<file path="config.mk">
export PLATFORM = sky130hd
export DESIGN_NAME = polygon_vertex_buffer
export DESIGN_NICKNAME = d
export VERILOG_FILES = /design/src/rtl/polygon_vertex_buffer.sv
export SDC_FILE = /design/constraint.sdc
export NUM_CORES = 2
export LEC_CHECK = 0
export BUFFER_PORTS_ARGS = -buffer_cell sky130_fd_sc_hd__buf_2
export CAP_MARGIN = 10
export CORE_MARGIN = 3
export CORE_UTILIZATION = 55
export CTS_BUF_LIST = sky130_fd_sc_hd__clkbuf_16
export DETAILED_ROUTE_END_ITERATION = 10
export GPL_ROUTABILITY_DRIVEN = 0
export HOLD_SLACK_MARGIN = 0.02
export PLACE_DENSITY_LB_ADDON = 0.3
export SETUP_SLACK_MARGIN = 0.2
export SLEW_MARGIN = 20
export SYNTH_ARGS = -nofsm -noshare
export SYNTH_HDL_FRONTEND = slang
export SYNTH_SLANG_ARGS = --single-unit
</file>
<file path="constraint.sdc">
create_clock -name clk_in -period 5.8 [get_ports clk_in]
set_input_delay 0.58 -clock clk_in [delete_from_list [all_inputs] [get_ports clk_in]]
set_output_delay 0.58 -clock clk_in [all_outputs]
set_load 0.01 [all_outputs]
</file>
<file path="src/rtl/polygon_vertex_buffer.sv">
// Double-buffered polygon vertex store feeding in_polygon.
// Vertices stream into a back buffer; the front buffer only changes at a frame-start strobe.
module polygon_vertex_buffer #(
    parameter int MAX_NUM_VERTICES = 8,
    parameter int MIN_NUM_VERTICES = 3,
    localparam int CW = $clog2(MAX_NUM_VERTICES + 1),
    localparam int AW = $clog2(MAX_NUM_VERTICES)
) (
    input  logic                 clk_in,
    input  logic                 rst_n_in,
    input  logic signed [31:0]   vert_x_in,
    input  logic signed [31:0]   vert_y_in,
    input  logic                 vert_valid_in,
    input  logic                 vert_last_in,
    output logic                 vert_ready_out,
    input  logic                 frame_start_in,
    output logic signed [31:0]   xs_out [MAX_NUM_VERTICES],
    output logic signed [31:0]   ys_out [MAX_NUM_VERTICES],
    output logic [CW-1:0]        num_points_out,
    output logic                 swapped_out,
    output logic                 error_out
);

    typedef enum logic [1:0] {
        FILL = 2'd0,
        DROP = 2'd1,
        FULL = 2'd2
    } state_t;

    state_t state, state_next;

    logic [CW-1:0]      count, count_next;
    logic [CW-1:0]      back_count;
    logic signed [31:0] back_x [MAX_NUM_VERTICES];
    logic signed [31:0] back_y [MAX_NUM_VERTICES];

    logic xfer;
    logic wr_en;
    logic latch_count;
    logic do_swap;
    logic reject;

    assign vert_ready_out = (state != FULL);
    assign xfer           = vert_valid_in && vert_ready_out;

    always_ff @(posedge clk_in or negedge rst_n_in) begin
        if (!rst_n_in) begin
            state <= FILL;
            count <= '0;
        end else begin
            state <= state_next;
            count <= count_next;
        end
    end

    // The overflow check on count == MAX comes first so count never wraps.
    always_comb begin
        state_next  = state;
        count_next  = count;
        wr_en       = 1'b0;
        latch_count = 1'b0;
        do_swap     = 1'b0;
        reject      = 1'b0;
        unique case (state)
            FILL: begin
                if (xfer) begin
                    if (int'(count) == MAX_NUM_VERTICES) begin
                        if (vert_last_in) begin
                            reject     = 1'b1;
                            count_next = '0;
                        end else begin
                            state_next = DROP;
                        end
                    end else if (vert_last_in) begin
                        if (int'(count) + 1 < MIN_NUM_VERTICES) begin
                            reject     = 1'b1;
                            count_next = '0;
                        end else begin
                            wr_en       = 1'b1;
                            latch_count = 1'b1;
                            state_next  = FULL;
                        end
                    end else begin
                        wr_en      = 1'b1;
                        count_next = count + CW'(1);
                    end
                end
            end
            DROP: begin
                if (xfer && vert_last_in) begin
                    reject     = 1'b1;
                    count_next = '0;
                    state_next = FILL;
                end
            end
            FULL: begin
                if (frame_start_in) begin
                    do_swap    = 1'b1;
                    count_next = '0;
                    state_next = FILL;
                end
            end
            default: begin
                state_next = FILL;
                count_next = '0;
            end
        endcase
    end

    // Slots above back_count are copied untouched; num_points_out tells in_polygon to ignore them.
    always_ff @(posedge clk_in or negedge rst_n_in) begin
        if (!rst_n_in) begin
            for (int i = 0; i < MAX_NUM_VERTICES; i++) begin
                back_x[i] <= '0;
                back_y[i] <= '0;
                xs_out[i] <= '0;
                ys_out[i] <= '0;
            end
            back_count     <= '0;
            num_points_out <= '0;
            swapped_out    <= 1'b0;
            error_out      <= 1'b0;
        end else begin
            swapped_out <= do_swap;
            error_out   <= reject;
            if (wr_en) begin
                back_x[count[AW-1:0]] <= vert_x_in;
                back_y[count[AW-1:0]] <= vert_y_in;
            end
            if (latch_count) begin
                back_count <= count + CW'(1);
            end
            if (do_swap) begin
                for (int i = 0; i < MAX_NUM_VERTICES; i++) begin
                    xs_out[i] <= back_x[i];
                    ys_out[i] <= back_y[i];
                end
                num_points_out <= back_count;
            end
        end
    end

endmodule

</file>
== After elaboration in Yosys (flattened, before gate mapping) ==
Index checks and enable logic that the tools add are counted.

* Add/sub/neg operators: 2
* $lt $le $gt $ge: 3
* Eq/ne operators: 12
* Muxes and demuxes: 38
* Bitwise operators: 1
* Reductions and logical operators: 6

{| class="wikitable"
|+ Operators by type and width
! kind !! number
|-
| 256-bit bitwise mux || 2
|-
| 32-bit demux with 3-bit select || 1
|-
| 32-bit 2-to-1 mux || 1
|-
| 4-bit 2-to-1 mux || 7
|-
| 1-bit 2-to-1 mux || 17
|-
| 2-bit 2-to-1 mux || 7
|-
| 3-bit != test, second input constant || 4
|-
| 4-bit one-hot mux with 3 select lines || 1
|-
| 2-bit != test, second input constant || 4
|-
| 2-bit one-hot mux with 3 select lines || 1
|-
| 6-bit AND reduction || 1
|-
| 4-bit by 1-bit adder with 5-bit output, second input constant || 1
|-
| 5-bit by 2-bit < comparator with 1-bit output, second input constant || 1
|-
| 5-bit AND reduction || 1
|-
| 4-bit by 1-bit adder with 4-bit output, second input constant || 1
|-
| 4-bit equality test, second input constant || 1
|-
| 4-bit greater-or-equal comparator, second input constant || 1
|-
| 4-bit by 1-bit < comparator with 1-bit output, second input constant || 1
|-
| 4-bit != test, second input constant || 1
|-
| 3-bit NOT with 4-bit output || 1
|-
| 1-bit logical AND || 3
|-
| 2-bit by 1-bit equality test with 1-bit output, second input constant || 1
|-
| 2-bit equality test, second input constant || 1
|-
| 2-bit logical NOT || 1
|-
| 1-bit one-hot mux with 2 select lines || 1
|}

* Flip-flop bits (word level): 1040
* Input bits: 69
* Output and inout bits: 519
* Logic and storage cells: 100

== Logic depth before layout (Yosys ltp) ==
* Depth after elaboration: 7
* Mapped depth: 9
* Gate-level depth less buffers: 6

== Worst setup path before layout ==
Ideal clock, no wire load.

* Kind: register to register
* Start point: register count[0]
* End point: register back_x[192] (netlist bit)
* Library setup time: 125 ps
* Arrival time: 2645 ps
* Data required time: 5675 ps
* Setup slack: 3031 ps
* Cell stages (with the launch flop): 10
* Path buffers: 3
* Clock period less this slack: 2769 ps
* Cells stage by stage: dfrtp_1 > buf_4 > clkinv_1 > ha_1 > nor2b_1 > a2111oi_4 > buf_6 > a211oi_4 > buf_6 > mux2_2

* Word-level cells in the longest chain between the ends: 7
* Elaborated cells between the ends (all ways): 15
* Those cells by class: add/sub (1); order compare (3); eq/ne (1); mux (8); bitwise (1); reduce/logical (1)

{| class="wikitable"
|+ Ends and longest elaborated chain
! what !! line !! source
|-
| start, declared || 32 || <nowiki>logic [CW-1:0] count, count_next;</nowiki>
|-
| start signal, assigned || 52 || <nowiki>count <= count_next;</nowiki>
|-
| 4-bit by 1-bit adder with 5-bit output || 75 || <nowiki>if (int'(count) + 1 < MIN_NUM_VERTICES) begin</nowiki>
|-
| 5-bit by 2-bit < comparator with 1-bit output || 75 ||
|-
| 1-bit 2-to-1 mux || 75 ||
|-
| 1-bit 2-to-1 mux || 74 || <nowiki>end else if (vert_last_in) begin</nowiki>
|-
| 1-bit 2-to-1 mux || 67 || <nowiki>if (int'(count) == MAX_NUM_VERTICES) begin</nowiki>
|-
| 1-bit 2-to-1 mux || 66 || <nowiki>if (xfer) begin</nowiki>
|-
| 1-bit 2-to-1 mux || 64 || <nowiki>unique case (state)</nowiki>
|-
| end signal, assigned by index || 127 || <nowiki>back_x[count[AW-1:0]] <= vert_x_in;</nowiki>
|-
| end, declared || 34 || <nowiki>logic signed [31:0] back_x [MAX_NUM_VERTICES];</nowiki>
|}

Several ways; a longest one is shown, not always the timed one.
A chain may end at the register's enable or synchronous reset.

== Final worst setup path ==
* Start point: register count[0]
* End point: register back_x[180] (netlist bit)

Same word-level chain as after synthesis.

==> flow_summary.ini <==
[timing]
fin_tns_setup_ns = 0
fin_skew_ns = 0.0170
rsz0062_at_grt = false
tightest_slew_ns = 1.11
period_minus_slack_ns = 3.82
max_slew_margin_pct = 26.1
fmax_mhz = 262
slew_violations = 0
period_share_pct = 65.9
hold_violations = 0
finalSetupViolations = 0

[drt]
wl_met1_microns = 42700
dr.pass1.iters = 5
routed_wl_microns = 101000
drcViolationCount = 0
vias = 26200
top_layer = met4
drt_iter0_markers = 2153
wl_met2_microns = 47800
post_drt_wl_per_cell_microns = 20.5
route.met3.wl_microns = 7020
viasPerCell = 5.32
ant_nets = 0

[pwr]
switching_power_mw = 8.32
power.share.clock_pct = 25.2
ir_drop_mv = 0.311
p_int_mw = 16.4
p_leak_nw = 25.2
sw_frac_of_total_pct = 33.6
powerDensity_nw_per_um2 = 539
combPwrFrac_pct = 26.3
seq_power_share_pct = 48.5
finalPower_mw = 24.7

[die]
initial_utilization_pct = 55.7
core_area_sq_um = 70300
dieArea_sq_um = 74400
ioPinCount = 588
die_x_microns = 273
die_y_microns = 273
rows = 97

[global_routing]
grt_pass1_wl_microns = 157000
grt_pass1_vias = 26300
grt_util_all_layers_pct = 27.3
grt_max_degree = 195
antenna_found_initial = 1
overflow = 0

[clocking]
insertion_delay_ns = 0.66
cts_made_buffers = 104
postCtsSetupBuffers = 0
ctsRootBufferMaster = clkbuf_16
cts_max_level = 3
clk_path_buf_depth = 3
tritoncts = yes
ctsResizeCount = 0
postCtsHoldBufs = 1
cts.clk_slew.worst_paths_ns = 0.06
clock_sinks = 1040

[critical_path]
reg2regPathDepth = 8
critPathCaptureType = flip-flop
crit-reg2reg-launch = count[0]
worstPathCellList = clkinv_1 -> ha_1 -> nor2b_1 -> a2111oi_4 -> buf_6 -> a211oi_4 -> buf_4 -> mux2_1
max_stage_delay_ns = 0.80
rr_endpoint = back_x[180]
path_class = flip-flop to flip-flop
ff2ff_setup_slack_ns = 1.98
critPathSlowestCell = a2111oi_4
cp_num_buf_inv = 3
cp_data_required_time_ns = 6.31
cp-start-kind = flip-flop
crit_family = buffers and inverters
cp_max_fo = 44
critPathArrivalTime_ns = 4.34

[hold_path]
hold_start = frame_start_in
hold_class = primary input to flip-flop
whs_endpoint = state[1]
holdPathStages = 2

[final_layout]
final_common_cell = nand2_1
syn2layout_area_growth_pct = 17.4
final_cell_mix = nand2_1 (1550), dfrtp_1 (1040), buf_2 (586)
drive_gt1_share_pct = 25.4
final_cells = 4924
fillers = 5248
regArea_sq_um = 26000
final_nets = 3977
multi_input_area_sq_um = 12200

[logic_synthesis]
yosys_warnings = 0
synth_area_sq_um = 39100
synth.largest_area_cell = dfrtp_1
ys_ff_latch = 1040
synth_area_leaders = dfrtp_1 (67%), nand2_1 (15%), mux2_1 (8.2%)
synth-async-reset-ratio_pct = 100
synthesis.nets = 3411
synth_cell_types = 42
synth_cells = 3340
yosys.area.top_type_share_pct = 66.5
ys_seq_area_share_pct = 66.5
synth-main-ff-cell = dfrtp_1
syn_area_per_cell_sq_um = 11.7
synth_edf_count = 0

[placed_design]
place_hpwl_microns = 64300
placed_cells = 4739
io_buffers = 587

[job]
maxCapViolCount = 0

[run_status]
status = finished, final reports clean
[power by group through the flow]
stage / Sequential [mW] / Combinational, mW / Clock, mW
after floorplan: 12.1 / 3.48 / 0
after global placement: 12.0 / 6.28 / 0
after detailed placement: 12.0 / 6.54 / 0
after CTS: 12.0 / 6.59 / 6.35
after global routing: 12.3 / 7.24 / 6.68
final: 12.0 / 6.51 / 6.25
[worst max-delay path by stage]
stage / to / cells after the start / startpoint / slack [ns]
6_report: back_x[180] / 8 / count[0] / 1.98
5_1_grt: back_x[162] / 8 / count[0] / 1.81
4_1_cts: back_x[180] / 8 / count[0] / 1.97
3_5_place_dp: back_y[188] / 8 / count[0] / 2.01
3_3_place_gp: back_x[198] / 7 / count[0] / 1.92
2_1_floorplan: back_x[192] / 9 / count[0] / 3.03
[cell usage after synthesis (3+ instances only)]
library cell  number
nor2b_1            3
buf_1              3
nand3_1            7
nand2_1         1550
mux2_1           286
buf_6             37
inv_1              3
nor3_1             3
a21oi_1            3
dfrtp_1         1040
a211oi_4           6
buf_2             15
mux2_2           230
clkbuf_1         114
nor2_1             4
[logic make-up (layout without fill, tap and decap cells)]
kind of cell | count (synthesis) | count (layout) | share of synthesized area, %
flops | 1040 | 1040 | 66.5
buf+inv | 175 | 818 | 2.45
fa+ha+maj | 2 | 2 | 0.0640
mux | 518 | 518 | 14.9
compound gates | 21 | 21 | 0.637
xor+xnor | 3 | 3 | 0.0672
simple gates | 1581 | 1581 | 15.3
other cells | 0 | 1 | 0
[routing by layer]
metal | vias up | GRT usage [%]
li1 | 11800 | -
met4 | 0 | 9.22
met1 | 13400 | 38.0
met5 | - | 0
met2 | 848 | 43.1
met3 | 179 | 5.80
[worst register-to-register path: stages (launching register included)]
cell and delay (ns):
dfrtp_1 0.70, clkinv_1 0.44, ha_1 0.42, nor2b_1 0.16, a2111oi_4 0.80, buf_6 0.25
a211oi_4 0.08, buf_4 0.38, mux2_1 0.46
[registers in the layout, indices dropped and copies added (netlist names)]
signal	cells
back_count	4
back_x	256
back_y	256
count	4
error_out	1
num_points_out	4
state	2
swapped_out	1
xs_out	256
ys_out	256
[per-stage QoR]
step | utilization (%) | hold slack, ns | area (sq um) | worst slack, ns
5_1_grt | 65.3 | 0.167 | 45900 | 1.81
3_5_place_dp | 60.9 | 0.443 | 42800 | 2.01
4_1_cts | 65.3 | 0.155 | 45900 | 1.97
6_report | 65.3 | 0.190 | 45900 | 1.98
2_1_floorplan | - | 0.284 | 39100 | 3.03
3_3_place_gp | 60.8 | 0.440 | 42800 | 1.92
[cell type report]
class / instances / share of cell area, %
tap: 940 / 2.56
inverter: 5 / 0.0572
sequential: 1040 / 56.7
antenna: 1 / 0.00545
clock inverter: 77 / 1.05
timing repair buffer: 630 / 7.41
multi-input combinational: 2125 / 26.5
clock buffer: 106 / 5.78
(Power assumes the default switching activity.)
